## config.mk

```make
export PLATFORM = sky130hd
export DESIGN_NAME = led_irq_ctrl
export DESIGN_NICKNAME = d
export VERILOG_FILES = /design/src/rtl/led_irq_pkg.sv /design/src/rtl/led_irq_regs.sv /design/src/rtl/led_irq_ctrl.sv
export SDC_FILE = /design/constraint.sdc
export NUM_CORES = 1
export LEC_CHECK = 0
export CORE_ASPECT_RATIO = 1.5
export CORE_MARGIN = 1.5
export CORE_UTILIZATION = 25
export CTS_BUF_LIST = sky130_fd_sc_hd__clkbuf_4 sky130_fd_sc_hd__clkbuf_8 sky130_fd_sc_hd__clkbuf_16
export DETAILED_ROUTE_END_ITERATION = 16
export DONT_BUFFER_PORTS = 1
export HOLD_SLACK_MARGIN = 0.1
export PLACE_DENSITY = 0.43
export SLEW_MARGIN = 20
export SYNTH_ARGS = -nofsm -noshare
export SYNTH_HDL_FRONTEND = slang
export SYNTH_SLANG_ARGS = --single-unit
export TNS_END_PERCENT = 1
```

## constraint.sdc

```tcl
create_clock -name clk100 -period 3.5 [get_ports clk100]
set_clock_uncertainty 0.05 [all_clocks]
set_input_delay 0.7 -clock clk100 [delete_from_list [all_inputs] [get_ports clk100]]
set_output_delay 0.7 -clock clk100 [all_outputs]
set_load 0.005 [all_outputs]
```

## src/rtl/led_irq_pkg.sv

```systemverilog
// Shared register map, FSM state type and STATUS field layout for the led_cnt interrupt stage.
// No logic and no latency; these are constants only.
package led_irq_pkg;

  localparam logic [2:0] ADDR_DIV     = 3'd0;
  localparam logic [2:0] ADDR_CTRL    = 3'd1;
  localparam logic [2:0] ADDR_STATUS  = 3'd2;
  localparam logic [2:0] ADDR_TIMEOUT = 3'd3;
  localparam logic [2:0] ADDR_STAMP   = 3'd4;

  typedef enum logic [1:0] {
    ST_IDLE  = 2'd0,
    ST_ACCUM = 2'd1,
    ST_IRQ   = 2'd2
  } state_e;

  // STATUS layout: event count at [CNT_W-1:0], flags sit just above it at CNT_W + offset
  localparam int STATUS_CNT_LSB  = 0;
  localparam int STATUS_OVF_OFS  = 0;
  localparam int STATUS_PEND_OFS = 1;

endpackage

```

## src/rtl/led_irq_regs.sv

```systemverilog
// Register file: DIV/CTRL/TIMEOUT storage, read mux, wren_o load strobe and STATUS ACK strobe.
// Reads return one cycle after rd_en_i (old value on same-cycle write); no backpressure, a strobe is always accepted.
module led_irq_regs
  import led_irq_pkg::*;
#(
  parameter int DIV_W = 5,
  parameter int CNT_W = 8,
  parameter int TO_W  = 16
) (
  input  logic             clk100,
  input  logic             rstn,
  input  logic             wr_en_i,
  input  logic [2:0]       wr_addr_i,
  input  logic [31:0]      wr_data_i,
  input  logic             rd_en_i,
  input  logic [2:0]       rd_addr_i,
  input  logic [CNT_W-1:0] evt_cnt_i,
  input  logic             ovf_i,
  input  logic             pend_i,
  input  logic [CNT_W-1:0] stamp_i,
  output logic [31:0]      rd_data_o,
  output logic             rd_valid_o,
  output logic [DIV_W-1:0] div_o,
  output logic             wren_o,
  output logic [CNT_W-1:0] thresh_o,
  output logic             irq_en_o,
  output logic             irq_en_nxt_o,
  output logic [TO_W-1:0]  timeout_o,
  output logic             ack_o
);

  logic [DIV_W-1:0] div_q, div_d;
  logic             wren_q, wren_d;
  logic [CNT_W-1:0] thresh_q, thresh_d;
  logic             irq_en_q, irq_en_d;
  logic [TO_W-1:0]  timeout_q, timeout_d;
  logic [31:0]      rd_data_q, rd_data_d;
  logic             rd_valid_q, rd_valid_d;
  logic [31:0]      rd_word;
  logic             unused_wr_bits;

  assign unused_wr_bits = ^wr_data_i;

  always_comb begin
    div_d     = div_q;
    wren_d    = 1'b0;
    thresh_d  = thresh_q;
    irq_en_d  = irq_en_q;
    timeout_d = timeout_q;
    if (wr_en_i) begin
      case (wr_addr_i)
        ADDR_DIV: begin
          div_d  = wr_data_i[DIV_W-1:0];
          wren_d = 1'b1;
        end
        ADDR_CTRL: begin
          thresh_d = wr_data_i[CNT_W-1:0];
          irq_en_d = wr_data_i[CNT_W];
        end
        ADDR_TIMEOUT: timeout_d = wr_data_i[TO_W-1:0];
        default: ;
      endcase
    end
  end

  // Mux reads registered state only, so a coincident write is seen on the next read
  always_comb begin
    rd_word = '0;
    case (rd_addr_i)
      ADDR_DIV: rd_word[DIV_W-1:0] = div_q;
      ADDR_CTRL: begin
        rd_word[CNT_W-1:0] = thresh_q;
        rd_word[CNT_W]     = irq_en_q;
      end
      ADDR_STATUS: begin
        rd_word[STATUS_CNT_LSB +: CNT_W]     = evt_cnt_i;
        rd_word[CNT_W + STATUS_OVF_OFS]  = ovf_i;
        rd_word[CNT_W + STATUS_PEND_OFS] = pend_i;
      end
      ADDR_TIMEOUT: rd_word[TO_W-1:0] = timeout_q;
      ADDR_STAMP: rd_word[CNT_W-1:0] = stamp_i;
      default: ;
    endcase
    rd_data_d  = rd_en_i ? rd_word : rd_data_q;
    rd_valid_d = rd_en_i;
  end

  always_ff @(posedge clk100 or negedge rstn) begin
    if (!rstn) begin
      div_q      <= DIV_W'(1);
      wren_q     <= 1'b0;
      thresh_q   <= CNT_W'(1);
      irq_en_q   <= 1'b0;
      timeout_q  <= '0;
      rd_data_q  <= '0;
      rd_valid_q <= 1'b0;
    end else begin
      div_q      <= div_d;
      wren_q     <= wren_d;
      thresh_q   <= thresh_d;
      irq_en_q   <= irq_en_d;
      timeout_q  <= timeout_d;
      rd_data_q  <= rd_data_d;
      rd_valid_q <= rd_valid_d;
    end
  end

  assign ack_o        = wr_en_i && (wr_addr_i == ADDR_STATUS) && wr_data_i[0];
  assign rd_data_o    = rd_data_q;
  assign rd_valid_o   = rd_valid_q;
  assign div_o        = div_q;
  assign wren_o       = wren_q;
  assign thresh_o     = thresh_q;
  assign irq_en_o     = irq_en_q;
  assign irq_en_nxt_o = irq_en_d;
  assign timeout_o    = timeout_q;

endmodule

```

## src/rtl/led_irq_ctrl.sv

```systemverilog
// led_cnt interrupt stage: edge-counts led_int_i, auto-clears led_cnt, coalesces into irq_o; LED_IRQ_STAMP_EN adds a STAMP register.
// int_clr_o one cycle after an edge, irq_o registered alongside the IRQ state; no backpressure.
module led_irq_ctrl
  import led_irq_pkg::*;
#(
  parameter int DIV_W = 5,
  parameter int CNT_W = 8,
  parameter int TO_W  = 16
) (
  input  logic             clk100,
  input  logic             rstn,
  input  logic             wr_en_i,
  input  logic [2:0]       wr_addr_i,
  input  logic [31:0]      wr_data_i,
  input  logic             rd_en_i,
  input  logic [2:0]       rd_addr_i,
  output logic [31:0]      rd_data_o,
  output logic             rd_valid_o,
  input  logic             led_int_i,
  input  logic [CNT_W-1:0] int_cnt_i,
  output logic [DIV_W-1:0] div_o,
  output logic             wren_o,
  output logic             int_clr_o,
  output logic             irq_o
);

  localparam logic [CNT_W-1:0] CNT_ONE = CNT_W'(1);
  localparam logic [CNT_W-1:0] CNT_MAX = '1;

  state_e           state_q, state_d;
  logic             led_int_q, led_int_d;
  logic             int_clr_q, int_clr_d;
  logic [CNT_W-1:0] evt_cnt_q, evt_cnt_d;
  logic             ovf_q, ovf_d;
  logic [TO_W-1:0]  timer_q, timer_d;
  logic             irq_q, irq_d;
  logic             evt, new_win;
  logic [CNT_W-1:0] thr_eff, stamp;
  logic [CNT_W-1:0] thresh;
  logic             irq_en, irq_en_nxt, ack;
  logic [TO_W-1:0]  timeout;

  led_irq_regs #(.DIV_W(DIV_W), .CNT_W(CNT_W), .TO_W(TO_W)) u_regs (
    .clk100      (clk100),
    .rstn        (rstn),
    .wr_en_i     (wr_en_i),
    .wr_addr_i   (wr_addr_i),
    .wr_data_i   (wr_data_i),
    .rd_en_i     (rd_en_i),
    .rd_addr_i   (rd_addr_i),
    .evt_cnt_i   (evt_cnt_q),
    .ovf_i       (ovf_q),
    .pend_i      (state_q == ST_IRQ),
    .stamp_i     (stamp),
    .rd_data_o   (rd_data_o),
    .rd_valid_o  (rd_valid_o),
    .div_o       (div_o),
    .wren_o      (wren_o),
    .thresh_o    (thresh),
    .irq_en_o    (irq_en),
    .irq_en_nxt_o(irq_en_nxt),
    .timeout_o   (timeout),
    .ack_o       (ack)
  );

  assign evt     = led_int_i & ~led_int_q;
  assign thr_eff = (thresh == '0) ? CNT_ONE : thresh;

  always_comb begin
    led_int_d = led_int_i;
    int_clr_d = evt;
    state_d   = state_q;
    evt_cnt_d = evt_cnt_q;
    ovf_d     = ovf_q;
    timer_d   = timer_q;
    new_win   = 1'b0;
    if (ack) begin
      // ACK from any state closes the window; a coincident edge opens the next one
      ovf_d   = 1'b0;
      timer_d = '0;
      if (evt) begin
        state_d   = ST_ACCUM;
        evt_cnt_d = CNT_ONE;
        new_win   = 1'b1;
      end else begin
        state_d   = ST_IDLE;
        evt_cnt_d = '0;
      end
    end else begin
      if (evt) begin
        if (evt_cnt_q == CNT_MAX) ovf_d = 1'b1;
        else                      evt_cnt_d = evt_cnt_q + CNT_ONE;
      end
      case (state_q)
        ST_IDLE: begin
          if (evt) begin
            state_d = ST_ACCUM;
            timer_d = '0;
            new_win = 1'b1;
          end
        end
        ST_ACCUM: begin
          timer_d = timer_q + 1'b1;
          if ((evt_cnt_d >= thr_eff) ||
              ((timeout != '0) && (timer_q == timeout - 1'b1)))
            state_d = ST_IRQ;
        end
        ST_IRQ: ;
        default: state_d = ST_IDLE;
      endcase
    end
    irq_d = (state_d == ST_IRQ) && irq_en_nxt;
  end

  always_ff @(posedge clk100 or negedge rstn) begin
    if (!rstn) begin
      state_q   <= ST_IDLE;
      led_int_q <= 1'b0;
      int_clr_q <= 1'b0;
      evt_cnt_q <= '0;
      ovf_q     <= 1'b0;
      timer_q   <= '0;
      irq_q     <= 1'b0;
    end else begin
      state_q   <= state_d;
      led_int_q <= led_int_d;
      int_clr_q <= int_clr_d;
      evt_cnt_q <= evt_cnt_d;
      ovf_q     <= ovf_d;
      timer_q   <= timer_d;
      irq_q     <= irq_d;
    end
  end

`ifdef LED_IRQ_STAMP_EN
  logic [CNT_W-1:0] stamp_q, stamp_d;

  always_comb begin
    stamp_d = new_win ? int_cnt_i : stamp_q;
  end

  always_ff @(posedge clk100 or negedge rstn) begin
    if (!rstn) stamp_q <= '0;
    else       stamp_q <= stamp_d;
  end

  assign stamp = stamp_q;
`else
  logic unused_stamp;
  assign unused_stamp = new_win ^ (^int_cnt_i) ^ irq_en;
  assign stamp        = '0;
`endif

  assign int_clr_o = int_clr_q;
  assign irq_o     = irq_q;

endmodule

```

Yosys cells after proc, flatten, opt, wreduce, memory -nomap -nowiden:

Index checks and enable logic that the tools add are counted.

* logic and storage cells: 76
* output and inout bits: 41
* bits of input ports: 51
* flip-flop bits (word level): 78

* reductions and logical operators: 18
* add/subtract/negate cells: 3
* order comparisons: 1
* equality and inequality tests: 12
* muxes and demuxes: 26
* bitwise gates (word level): 2

Operators with widths (number)
* 2-to-1 mux 8 bit: 5
* 2-to-1 mux 16 bit: 2
* case mux 16 bit (2 select lines): 1
* case mux 5 bit (4 select lines): 1
* adder 16 x 1 -> 16 bit (second input constant): 1
* equality test 16 bit: 1
* nonzero test 16 bit: 1
* subtractor 16 x 1 -> 16 bit (second input constant): 1
* equality test 3 x 2 -> 1 bit (second input constant): 4
* AND reduction 2 bit: 5
* 2-to-1 mux 1 bit: 9
* case mux 3 bit (3 select lines): 1
* adder 8 x 1 -> 8 bit (second input constant): 1
* equality test 8 bit (second input constant): 1
* >= comparator 8 bit: 1
* zero test 8 bit: 1
* equality test 3 x 1 -> 1 bit (second input constant): 2
* zero test 3 bit: 2
* 2-to-1 mux 2 bit: 3
* 2-to-1 mux 6 bit: 1
* case mux 2 bit (3 select lines): 1
* equality test 2 bit (second input constant): 2
* logical AND 1 bit: 4
* nonzero test 2 bit: 2
* 9 further kinds: 9

Logic depth before layout (Yosys ltp):

Gate-level depths: netlist of the first run.

* depth after elaboration: 11
* mapped depth: 13
* gate-level depth less buffers: 13

Modules after synthesis:

Synthesis of the first run repeated with hierarchy kept, for this count alone.

* cell total of the unflattened synthesis: 484
* area total of the unflattened synthesis: 4719.5 um2

Modules (own cells, without submodules)
* led_irq_regs: instances 1, area each 2406.1 um2, seq. area each 1203.7 um2, cells each 202
* led_irq_ctrl: instances 1, area each 2313.5 um2, seq. area each 750.7 um2, cells each 282

Worst setup path before layout of the first run:

No wires, ideal clock.

* path kind: input to register
* start point: in led_int_i
* end point: reg irq_q, in the netlist irq_o
* buffers on the path: 0
* arrival: 2647 ps
* cell stages on the path: 10
* setup slack: 676 ps
* setup time: 127 ps
* data required time: 3323 ps
* path through: nand2b_1 -> nor2_1 -> mux2_2 -> ha_1 -> a21o_1 -> a21oi_1 -> o21ai_0 -> a311o_1 -> a31oi_1 -> nor3b_1

* word-level cells in the longest chain between the ends: 10
* elaborated cells on any way between the ends: 12
* those cells by class: 1 x order compare; 1 x eq/ne; 7 x mux; 1 x bitwise; 2 x reduce/logical

RTL lines
* from (decl): line led_irq_ctrl.sv:19 `input logic led_int_i,`
* AND 1 bit *: line led_irq_ctrl.sv:66 `assign evt = led_int_i & ~led_int_q;`
* 2-to-1 mux 8 bit: line led_irq_ctrl.sv:90 `if (evt) begin`
* 2-to-1 mux 8 bit: line led_irq_ctrl.sv:77 `if (ack) begin`
* >= comparator 8 bit: line led_irq_ctrl.sv:104 `if ((evt_cnt_d >= thr_eff) ||`
* logical OR 1 bit: line led_irq_ctrl.sv:104
* 2-to-1 mux 2 bit: line led_irq_ctrl.sv:104
* case mux 2 bit (3 select lines): line led_irq_ctrl.sv:94 `case (state_q)`
* 2-to-1 mux 2 bit *: line led_irq_ctrl.sv:77
* equality test 2 bit *: line led_irq_ctrl.sv:112 `irq_d = (state_d == ST_IRQ) && irq_en_nxt;`
* logical AND 1 bit *: line led_irq_ctrl.sv:112
* net irq_d: line led_irq_ctrl.sv:36 `logic irq_q, irq_d;`
* to (signal assigned): line led_irq_ctrl.sv:131 `irq_q <= irq_d;`
* to (decl): line led_irq_ctrl.sv:36

Mark *: on every way through the listed nets, which the timed path passes. The rest lies on a longest branch. The select of a mux whose other input is x is not followed.
A chain may end at the register's enable or synchronous reset.

Final worst setup path of the first run:

* start point: reg evt_cnt_q[0]
* end point: reg irq_q, in the netlist irq_o

* word-level cells in the longest chain between the ends: 11
* elaborated cells on any way between the ends: 12
* those cells by class: 1 x add/sub; 1 x order compare; 2 x eq/ne; 6 x mux; 2 x reduce/logical

RTL lines
* from (decl): line led_irq_ctrl.sv:33 `logic [CNT_W-1:0] evt_cnt_q, evt_cnt_d;`
* from (signal assigned): line led_irq_ctrl.sv:128 `evt_cnt_q <= evt_cnt_d;`
* adder 8 x 1 -> 8 bit or equality test 8 bit (tied branches): line led_irq_ctrl.sv:92, led_irq_ctrl.sv:91
* 2-to-1 mux 8 bit: line led_irq_ctrl.sv:91 `if (evt_cnt_q == CNT_MAX) ovf_d = 1'b1;`
* 2-to-1 mux 8 bit *: line led_irq_ctrl.sv:90
* 2-to-1 mux 8 bit *: line led_irq_ctrl.sv:77
* >= comparator 8 bit *: line led_irq_ctrl.sv:104
* logical OR 1 bit *: line led_irq_ctrl.sv:104
* 2-to-1 mux 2 bit *: line led_irq_ctrl.sv:104
* case mux 2 bit (3 select lines) *: line led_irq_ctrl.sv:94
* 2-to-1 mux 2 bit *: line led_irq_ctrl.sv:77
* equality test 2 bit *: line led_irq_ctrl.sv:112
* logical AND 1 bit *: line led_irq_ctrl.sv:112
* net irq_d: line led_irq_ctrl.sv:36

Marks and branches as above.

==> results of run 1 <==
==> how the worst max path moves through the flow <==
stage | startpoint | endpoint | slack (ns) | depth (start not counted)
2_1_floorplan | led_int_i | irq_o | 0.68 | 10
3_3_place_gp | evt_cnt_q[0] | irq_o | 0.29 | 14
3_5_place_dp | evt_cnt_q[0] | irq_o | 0.29 | 13
4_1_cts | evt_cnt_q[0] | irq_o | 0.28 | 13
5_1_grt | evt_cnt_q[0] | irq_o | 0.12 | 14
6_report | evt_cnt_q[0] | irq_o | 0.36 | 13
==> cell type report <==
cell class	instances	area, µm²
clock inverter	5	81.3
fill	1871	12900
inverter	33	124
sequential	78	1950
timing repair buffer	4	50.0
tap	217	272
clock buffer	11	240
multi-input combinational	340	2360
==> flip-flops by register name, indices dropped and copies added, names as in the netlist <==
register / count
irq_o: 1
led_int_q: 1
u_regs.irq_en_o: 1
u_regs.thresh_o: 8
u_regs.div_o: 5
ovf_q: 1
timer_q: 16
u_regs.wren_o: 1
int_clr_o: 1
u_regs.timeout_o: 16
u_regs.rd_valid_o: 1
state_q: 2
u_regs.rd_data_o: 16
evt_cnt_q: 8
==> power breakdown <==
part	total [W]	switching, W	internal [W]
sequential	0.00131	0.000256	0.00106
combinational	0.000872	0.000472	0.000400
clock	0.00103	0.000388	0.000643
==> cells in the final DEF, fill, tap and decap left out, types with 3 or more instances in the layout <==
master     instances
a21o_1             5
and2_1             3
nor2_1            29
nand2b_1          12
nand2_1           36
clkbuf_16          9
o22ai_1           10
buf_4              3
xor2_1            10
and3_1            11
inv_1             33
dfrtp_1           76
conb_1            16
a211oi_1           3
mux2_2            26
a22oi_1            4
nor2b_1           12
a21oi_1            5
xnor2_1           15
ha_1              12
nor4_4             3
a31oi_1            8
nand4_1           11
mux4_2             4
nand3_1           11
nor3b_1            3
o21ai_0           51
nor4_1             5
nor3_1             6
==> critical path, delay by kind of cell (launching register included) <==
kind                     cells  cell delay, ns
AND/OR/NAND/NOR              4            0.42
multiplexers                 1            0.34
adder cells (fa/ha/maj)      2            0.53
flip-flops                   1            0.45
buffers and inverters        1            0.15
AO/OA/AOI/OAI                5            1.09
==> per-layer routing <==
metal | GRT usage | part of all wire | vias up
li1 | - | - | 1623
met1 | 0.148 | 0.40 | 1673
met2 | 0.256 | 0.56 | 54
met3 | 0.0204 | 0.023 | 9
met4 | 0.0473 | 0.015 | 0
met5 | 0 | 0 | -
==> timing repair <==
| item | 4_1_cts | 5_1_grt |
|---|---|---|
| endpoints found under the hold margin | 76 | 0 |
| hold buffers | 1 | 0 |
| setup buffers | 0 | 0 |
==> kinds of logic after synthesis <==
| family | count (synthesis) |
|---|---|
| compound gates | 99 |
| simple gates | 155 |
| buf+inv | 72 |
| other cells | 1 |
| xor+xnor | 26 |
| mux | 32 |
| fa+ha+maj | 12 |
| flops | 78 |
==> metrics by stage <==
stage,total power (W),utilization
3_3_place_gp,0.00218,0.264
6_report,0.00322,0.283
5_1_grt,0.00344,0.283
4_1_cts,0.00326,0.283
2_1_floorplan,0.00198,-
3_5_place_dp,0.00219,0.264
==> summary.txt, run 1 <==
Global route
  – Largest net degree at the start of global routing: 77
  – First-pass GRT wire length: 19,600 µm
  – Global route overflow: 0
  – Vias in the first global route: 3,464
  – Initial antenna violation count: 0
  – Total track usage: 0.134

Timing
  – Final min period: 3.14 ns
  – Final setup viols: 0
  – Setup ws final: 0.361 ns
  – Max-slew violation count: 0
  – Fmax: 319 MHz
  – Total negative setup slack: 0 ns
  – Fin. Hold Viols: 0
  – WHS: 0.157 ns
  – Slew Limit Headroom: 0.306
  – RSZ-0062 raised after global routing: no
  – Fin crit share: 0.897
  – Worst slew pin tran: 1.04 ns

Worst setup path
  – Cells on worst reg2reg path: 13
  – FF-to-FF Start: evt_cnt_q[0]
  – Reg2Reg Setup Slack: 0.36 ns
  – Arr. time, crit path: 3.30 ns
  – CP endpoint kind: flop
  – Max stage delay cell, worst path: dfrtp_1
  – Worst setup SP type: flop
  – Worst-path maximum fanout: 5
  – Worst flop-to-flop path endpoint: irq_o
  – Kind of critical path: flop to flop
  – Required time of the critical path: 3.66 ns
  – Delay of the slowest critical-path stage: 0.45 ns
  – Worst path cell trace: ha_1 > nand3_1 > nor2_1 > nor2_1 > buf_4 > mux2_2 > ha_1 > a21o_1 > a21oi_1 > o21ai_0 > a311o_1 > a31oi_1 > nor3b_1

Place
  – Placer Congestion: 0.904
  – DP HPWL: 9190 µm
  – Pre-CTS WS: 0.293 ns
  – Port-buffer cells: 0
  – Placed cell count: 671
  – Placed cell areas: 4740 µm²

Clock tree
  – Root buf cell: clkbuf_16
  – Clock Latency Late Sink: 0.33 ns
  – H-tree depth: 3
  – Clock Tree Buf Depth: 2
  – CTS tree: built
  – Clock Sinks: 78
  – PostCTS Resize Cnt: 0
  – Clock-pin slew on the worst setup and hold paths: 0.06 ns
  – Total CTS buffers: 9

Synthesis
  – Synth area leaders: dfrtp_1 41%, mux2_2 6.4%, o21ai_0 5.6%, ha_1 3.3%, buf_4 2.9%
  – Post-Syn Instances: 475
  – Synth top cells by count: 76 x dfrtp_1, 51 x o21ai_0, 36 x nand2_1
  – Number of synthesized register bits: 78
  – Post-synth EDFFs: 0
  – Unique masters post-synth: 60
  – Main synth FF type: dfrtp_1
  – Multiplexer share of the synthesized area: 0.0912
  – Average cell area after synthesis: 9.68 µm²
  – Post-synthesis sequential area ratio: 0.425
  – XOR/XNOR share of the synthesized area: 0.0512
  – Top-count cell post-synth: dfrtp_1
  – Largest family of logic cells by synthesized area: simple AND/OR/NAND/NOR gates
  – Cell Area, Synth: 4600 µm²
  – Synth top area share: 0.414
  – Compound-Gate Fraction of Synth Area: 0.129
  – Yosys top cell by area: dfrtp_1
  – Simple-gate portion of the synthesized area: 0.194
  – Adder-Cell Fraction of Synth Area: 0.0327
  – Fraction of synthesis flops using an asynchronous set or reset pin: 1.00
  – YS warnings: 0

Power and ir drop
  – Power per Cell Area: 633 nW/µm²
  – Leak: 2.16 nW
  – Peak supply drop: 0.000214 V

Final layout
  – Post-Layout Cell Count: 688
  – Finished Cell Area: 5080 µm²
  – ANT cells: 0
  – Fin nets: 529
  – Area growth, synth to finish: 10.6%
  – Layout cells sized above 1: 0.132

Floorplan
  – Die Wd: 114 µm
  – Rows: 60
  – Initial Util: 0.256
  – Die H: 169 µm
  – Die area: 19,200 µm²
  – Num ports: 92
  – Placeable core area: 17,900 µm²

Detailed routing
  – Total routed wirelength: 12,200 µm
  – DR iter-0 viols: 155
  – 1st-pass router iterations: 4
  – Post-DRT Antenna Nets: 0
  – Via count: 3,359
  – Drc violations: 0
  – Post-DR wirelength/cell: 17.7 µm
  – DR vias/cell: 4.88

Flow run
  – Maxcap violations: 0

Min path
  – Hold Path Class: primary input to asynchronous set/reset pin

Status
  – Outcome: finished, final reports clean
(Power assumes the default switching activity.)
==> inputs of run 2 (changes only) <==
--- a/config.mk
+++ b/config.mk
@@ -7,12 +7,14 @@
 export LEC_CHECK = 0
 export CORE_ASPECT_RATIO = 1.5
 export CORE_MARGIN = 1.5
-export CORE_UTILIZATION = 25
+export CORE_UTILIZATION = 60
 export CTS_BUF_LIST = sky130_fd_sc_hd__clkbuf_4 sky130_fd_sc_hd__clkbuf_8 sky130_fd_sc_hd__clkbuf_16
+export CTS_CLUSTER_SIZE = 10
 export DETAILED_ROUTE_END_ITERATION = 16
 export DONT_BUFFER_PORTS = 1
+export GPL_TIMING_DRIVEN = 1
 export HOLD_SLACK_MARGIN = 0.1
-export PLACE_DENSITY = 0.43
+export PLACE_DENSITY = 0.81
 export SLEW_MARGIN = 20
 export SYNTH_ARGS = -nofsm -noshare
 export SYNTH_HDL_FRONTEND = slang
==> summary.txt, run 2 (same netlist as run 1, synthesis figures left out) <==
Power and ir drop
  – Peak supply drop: 0.000259 V
  – Combinational power share: 0.307
  – Total power: 0.00281 W
  – Net Sw Power: 0.00104 W
  – Sequential share of power: 0.465
  – Pint: 0.00177 W
  – Power per Cell Area: 585 nW/µm²
  – Switching Share: 0.370
  – Clock Power Share: 0.228
  – Leak: 2.09 nW

Detailed routing
  – Drc violations: 0
  – Total routed wirelength: 10,600 µm
  – 1st-pass router iterations: 6
  – Post-DRT Antenna Nets: 0
  – DR iter-0 viols: 193
  – Via count: 3,527
  – DR vias/cell: 6.18
  – Post-DR wirelength/cell: 18.6 µm

Global route
  – Met3 Track Usage GR: 0.0709
  – Initial antenna violation count: 0
  – First-pass GRT wire length: 16,900 µm
  – GR met1 Demand/Resource: 0.296
  – Most Crowded Layer GR: met2
  – Vias in the first global route: 3,447
  – Total track usage: 0.278
  – Grt met2 use: 0.472
  – Global route overflow: 0
  – Largest net degree at the start of global routing: 77

Worst setup path
  – Reg2Reg Setup Slack: 0.28 ns
  – Worst-path maximum fanout: 5
  – CP endpoint kind: flop
  – Worst flop-to-flop path endpoint: irq_o
  – Cells on worst reg2reg path: 12
  – FF-to-FF Start: evt_cnt_q[0]
  – Kind of critical path: flop to flop
  – Arr. time, crit path: 3.41 ns
  – Worst setup SP type: flop
  – Required time of the critical path: 3.69 ns

Timing
  – Final setup viols: 0
  – Slew Limit Headroom: 0.405
  – Fin crit share: 0.919
  – RSZ-0062 raised after global routing: no
  – Total negative setup slack: 0 ns
  – Final min period: 3.22 ns
  – Fmax: 311 MHz
  – Worst slew pin tran: 0.889 ns
  – Max-slew violation count: 0
  – Fin. Hold Viols: 0

Clock tree
  – Clock Latency Late Sink: 0.36 ns
  – Total CTS buffers: 9
  – Clock Tree Buf Depth: 2
  – Root buf cell: clkbuf_8
  – H-tree depth: 3
  – Clock Sinks: 78
  – CTS tree: built
  – Postcts setup bufs: 0
  – Clock-pin slew on the worst setup and hold paths: 0.08 ns

Final layout
  – Post-Layout Cell Count: 571
  – ANT cells: 0
  – Fin util: 0.655
  – Most frequent cells in the layout: 76 x dfrtp_1, 51 x o21ai_0, 36 x nand2_1
  – Layout cells sized above 1: 0.134
  – Fin nets: 529
  – Area growth, synth to finish: 4.33%
  – Filler cells: 608
  – Commonest non-fill, non-tap cell in the layout: dfrtp_1

Floorplan
  – Num ports: 92
  – Placeable core area: 7320 µm²
  – Die Wd: 74.5 µm
  – Initial Util: 0.628
  – Rows: 38
  – Die area: 8210 µm²
  – Die H: 110 µm

Min path
  – Hold Path Class: primary input to asynchronous set/reset pin

Place
  – Placer Congestion: 0.943
  – Port-buffer cells: 0
  – DP HPWL: 7730 µm
  – Placed cell count: 554

Flow run
  – Maxcap violations: 0

Status
  – Outcome: finished, final reports clean
==> run 2: cell count changes in the layout (fill, tap and decap cells not counted), sizes merged <==
cell and change:
clkbuf +2, bufinv -2, clkinv +2, inv -1
clkinvlp -1
==> run 2: worst max-delay path by stage <==
| stage | to | slack [ns] | cells past startpoint | start |
|---|---|---|---|---|
| after floorplan | irq_o | 0.68 | 10 | led_int_i |
| after global placement | irq_o | 0.29 | 12 | evt_cnt_q[0] |
| after detailed placement | irq_o | 0.21 | 12 | evt_cnt_q[0] |
| after CTS | irq_o | 0.19 | 12 | evt_cnt_q[0] |
| after global routing | irq_o | 0.08 | 13 | evt_cnt_q[0] |
| final | irq_o | 0.28 | 12 | evt_cnt_q[0] |
==> run 2: final cells by class <==
class	count	area, µm²	area share
timing repair buffer	4	50.0	0.0104
sequential	78	1950	0.408
tap	100	125	0.0261
inverter	33	124	0.0258
multi-input combinational	340	2360	0.492
clock buffer	13	166	0.0347
clock inverter	3	18.8	0.00391
==> run 2: stage by stage <==
| stage | hold WS, ns | instance area (µm²) | setup slack, ns |
|---|---|---|---|
| global placement | 0.356 | 4580 | 0.291 |
| finish | 0.122 | 4800 | 0.283 |
| floorplan | 0.354 | 4650 | 0.676 |
| global route | 0.106 | 4800 | 0.0828 |
| CTS | 0.110 | 4790 | 0.192 |
| detailed placement | 0.356 | 4580 | 0.212 |
==> run 2: worst max-delay path: stages (launching register included) <==
cell     delay (ns)
dfrtp_1        0.44
ha_1           0.23
nand3_1        0.16
nor2_1         0.09
nor2_2         0.24
mux2_2         0.39
ha_1           0.29
a21o_1         0.16
a21oi_1        0.17
o21ai_0        0.18
a311o_1        0.39
a31oi_1        0.21
nor3b_1        0.08
==> run 2: what timing repair did <==
action | CTS | global route
setup endpoints to repair | 0 | 2
gates resized for setup | 0 | 1
hold endpoints to repair | 76 | 0
hold buffers | 1 | 0
==> run 2: power groups by stage <==
stage | sequential [W] | clock (W) | combinational (W)
after floorplan | 0.00121 | 0 | 0.000769
after global placement | 0.00131 | 0 | 0.000793
after detailed placement | 0.00132 | 0 | 0.000834
after CTS | 0.00130 | 0.000644 | 0.000860
after global routing | 0.00133 | 0.000681 | 0.000966
final | 0.00131 | 0.000639 | 0.000863
==> run 2: metal layers <==
metal,part of all wire,wire length (µm),vias up
li1,-,-,1624
met5,0,0,-
met4,0.048,507,0
met3,0.058,614,39
met1,0.36,3830,1721
met2,0.53,5690,143
==> inputs of run 3 (changes only) <==
--- a/config.mk
+++ b/config.mk
@@ -6,8 +6,7 @@
 export NUM_CORES = 1
 export LEC_CHECK = 0
 export CORE_ASPECT_RATIO = 1.5
-export CORE_MARGIN = 1.5
-export CORE_UTILIZATION = 60
+export CORE_UTILIZATION = 58
 export CTS_BUF_LIST = sky130_fd_sc_hd__clkbuf_4 sky130_fd_sc_hd__clkbuf_8 sky130_fd_sc_hd__clkbuf_16
 export CTS_CLUSTER_SIZE = 10
 export DETAILED_ROUTE_END_ITERATION = 16
==> constraint.sdc (replaced) <==
create_clock -name clk100 -period 2.55 [get_ports clk100]
set_clock_uncertainty 0.05 [all_clocks]
set_input_delay 0.51 -clock clk100 [delete_from_list [all_inputs] [get_ports clk100]]
set_output_delay 0.51 -clock clk100 [all_outputs]
set_load 0.005 [all_outputs]
==> summary.txt, run 3 (same netlist as run 1, synthesis figures left out) <==
Place
  – Pre-CTS WS: -0.253 ns
  – Port-buffer cells: 0
  – Placer Congestion: 0.936
  – DP HPWL: 7830 µm

Worst setup path
  – Worst-path maximum fanout: 4
  – Required time of the critical path: 2.77 ns
  – Arr. time, crit path: 2.95 ns
  – CP endpoint kind: flop
  – Max stage delay cell, worst path: dfrtp_1
  – Reg2Reg Setup Slack: -0.19 ns
  – Kind of critical path: flop to flop
  – Cells on worst reg2reg path: 13
  – FF-to-FF Start: evt_cnt_q[0]
  – Worst setup SP type: flop
  – Worst path cell trace: ha_4 > nand3_4 > nor2_4 > nor2_4 > xnor2_2 > ha_1 > nand2b_1 > a21o_1 > a21oi_2 > o21ai_2 > a21o_1 > a221o_1 > o21ai_1
  – Delay of the slowest critical-path stage: 0.41 ns
  – Worst flop-to-flop path endpoint: state_q[0]

Global route
  – First-pass GRT wire length: 19,000 µm
  – Total track usage: 0.304
  – Vias in the first global route: 3,885
  – Global route overflow: 0
  – Largest net degree at the start of global routing: 79
  – Initial antenna violation count: 0

Status
  – Outcome: finished with violations
  – Failing checks: negative setup slack

Timing
  – Final min period: 2.74 ns
  – RSZ-0062 raised after global routing: yes
  – Worst slew pin tran: 0.915 ns
  – Max-slew violation count: 0
  – Final setup viols: 3
  – Fmax: 365 MHz
  – Fin crit share: 1.07
  – Setup ws final: -0.188 ns
  – Slew Limit Headroom: 0.388
  – Fin. Hold Viols: 0

Final layout
  – Layout cells sized above 1: 0.199
  – ANT cells: 0
  – Commonest non-fill, non-tap cell in the layout: dfrtp_1
  – Register area: 1950 µm²
  – Multi-input logic area: 2470 µm²
  – Area growth, synth to finish: 13.2%
  – Most frequent cells in the layout: 76 x dfrtp_1, 50 x o21ai_0, 36 x nand2_1
  – Filler cells: 556
  – Fin nets: 551

Detailed routing
  – Met3 WL: 597 µm
  – Drc violations: 0
  – Via count: 3,685
  – Total routed wirelength: 11,400 µm
  – Post-DRT Antenna Nets: 0
  – M1 WL: 4150 µm
  – DR iter-0 viols: 449
  – Met2 WL post-DR: 5950 µm
  – 1st-pass router iterations: 5
  – Max layer used: met4
  – Post-DR wirelength/cell: 19.2 µm
  – DR vias/cell: 6.19

Power and ir drop
  – Peak supply drop: 0.000514 V
  – Pint: 0.00294 W
  – Combinational power share: 0.331
  – Clock Power Share: 0.285
  – Switching Share: 0.360
  – Sequential share of power: 0.385
  – Net Sw Power: 0.00165 W
  – Total power: 0.00460 W
  – Power per Cell Area: 884 nW/µm²
  – Leak: 2.27 nW

Floorplan
  – Num ports: 92
  – Die Wd: 74.7 µm
  – Placeable core area: 7660 µm²
  – Initial Util: 0.600
  – Rows: 39
  – Die area: 8290 µm²
  – Die H: 111 µm

Clock tree
  – CTS tree: built
  – H-tree depth: 3
  – Clock Sinks: 78
  – Clock Latency Late Sink: 0.34 ns
  – Root buf cell: clkbuf_16
  – Clock Tree Buf Depth: 2
  – Clock-pin slew on the worst setup and hold paths: 0.06 ns
  – Total CTS buffers: 9

Min path
  – Hold Path Class: primary input to flop
  – WHS Endpoint: led_int_q
  – Hold depth: 0
  – Worst hold start: led_int_i

Flow run
  – Maxcap violations: 0
-- run 3: cell count changes in the layout (fill, tap and decap cells not counted), sizes merged --
cell / delta
buf: +21
clkbuf: -3
clkinvlp: +3
clkinv: -2
bufinv: +1
dlygate4sd3: +1
inv: +1
-- run 3: cell type report --
type | count | area share
clock inverter | 6 | 0.0135
tap | 102 | 0.0245
inverter | 33 | 0.0238
timing repair buffer | 26 | 0.0426
multi-input combinational | 340 | 0.474
sequential | 78 | 0.376
clock buffer | 10 | 0.0459
-- run 3: critical path, delay by kind of cell, from the launching register on --
family / cells / cell delay, ns
AOI/OAI and AO/OA: 6 / 1.04
xor gates and xnor gates: 1 / 0.21
adders and majority gates: 2 / 0.45
DFF: 1 / 0.41
and+or+nand+nor: 4 / 0.51
-- run 3: how the worst max path moves through the flow --
stage	cells past startpoint	start	endpoint	slack (ns)
after detailed placement	13	evt_cnt_q[1]	state_q[0]	-0.25
after global routing	13	evt_cnt_q[0]	irq_o	-0.26
after global placement	12	evt_cnt_q[1]	state_q[0]	-0.15
after floorplan	12	evt_cnt_q[0]	state_q[0]	-0.05
after CTS	13	evt_cnt_q[0]	state_q[0]	-0.11
final	13	evt_cnt_q[0]	state_q[0]	-0.19
-- run 3: power groups by stage --
| stage | combinational [W] | sequential [W] | clock [W] |
|---|---|---|---|
| after CTS | 0.00147 | 0.00175 | 0.00132 |
| after global routing | 0.00168 | 0.00180 | 0.00137 |
| after detailed placement | 0.00135 | 0.00176 | 0 |
| after global placement | 0.00128 | 0.00175 | 0 |
| final | 0.00152 | 0.00177 | 0.00131 |
| after floorplan | 0.00107 | 0.00166 | 0 |
-- run 3: stage by stage --
| step | cells | cell area (µm²) | util | hold WS, ns | setup TNS (ns) |
|---|---|---|---|---|---|
| after floorplan | 490 | 4670 | - | 0.164 | -0.0529 |
| after global placement | 576 | 4750 | 0.620 | 0.166 | -0.383 |
| after detailed placement | 576 | 4750 | 0.620 | 0.166 | -0.698 |
| after CTS | 595 | 5190 | 0.677 | 0.145 | -0.284 |
| after global routing | 595 | 5200 | 0.679 | 0.142 | -0.764 |
| final | 595 | 5200 | 0.679 | 0.149 | -0.531 |
-- run 3: repair_timing --
| action | in CTS | in global routing |
|---|---|---|
| endpoints found under the setup margin | 3 | 4 |
| pin swaps | 16 | 0 |
| buffers inserted | 1 | 0 |
| hold buffers | 2 | 0 |
| gates resized for setup | 15 | 2 |
| endpoints found under the hold margin | 78 | 0 |
-- run 3: per-layer routing --
metal	track usage	up-vias
met4	0.205	0
met3	0.0700	62
met1	0.338	1801
met2	0.498	156
li1	-	1666
met5	0	-
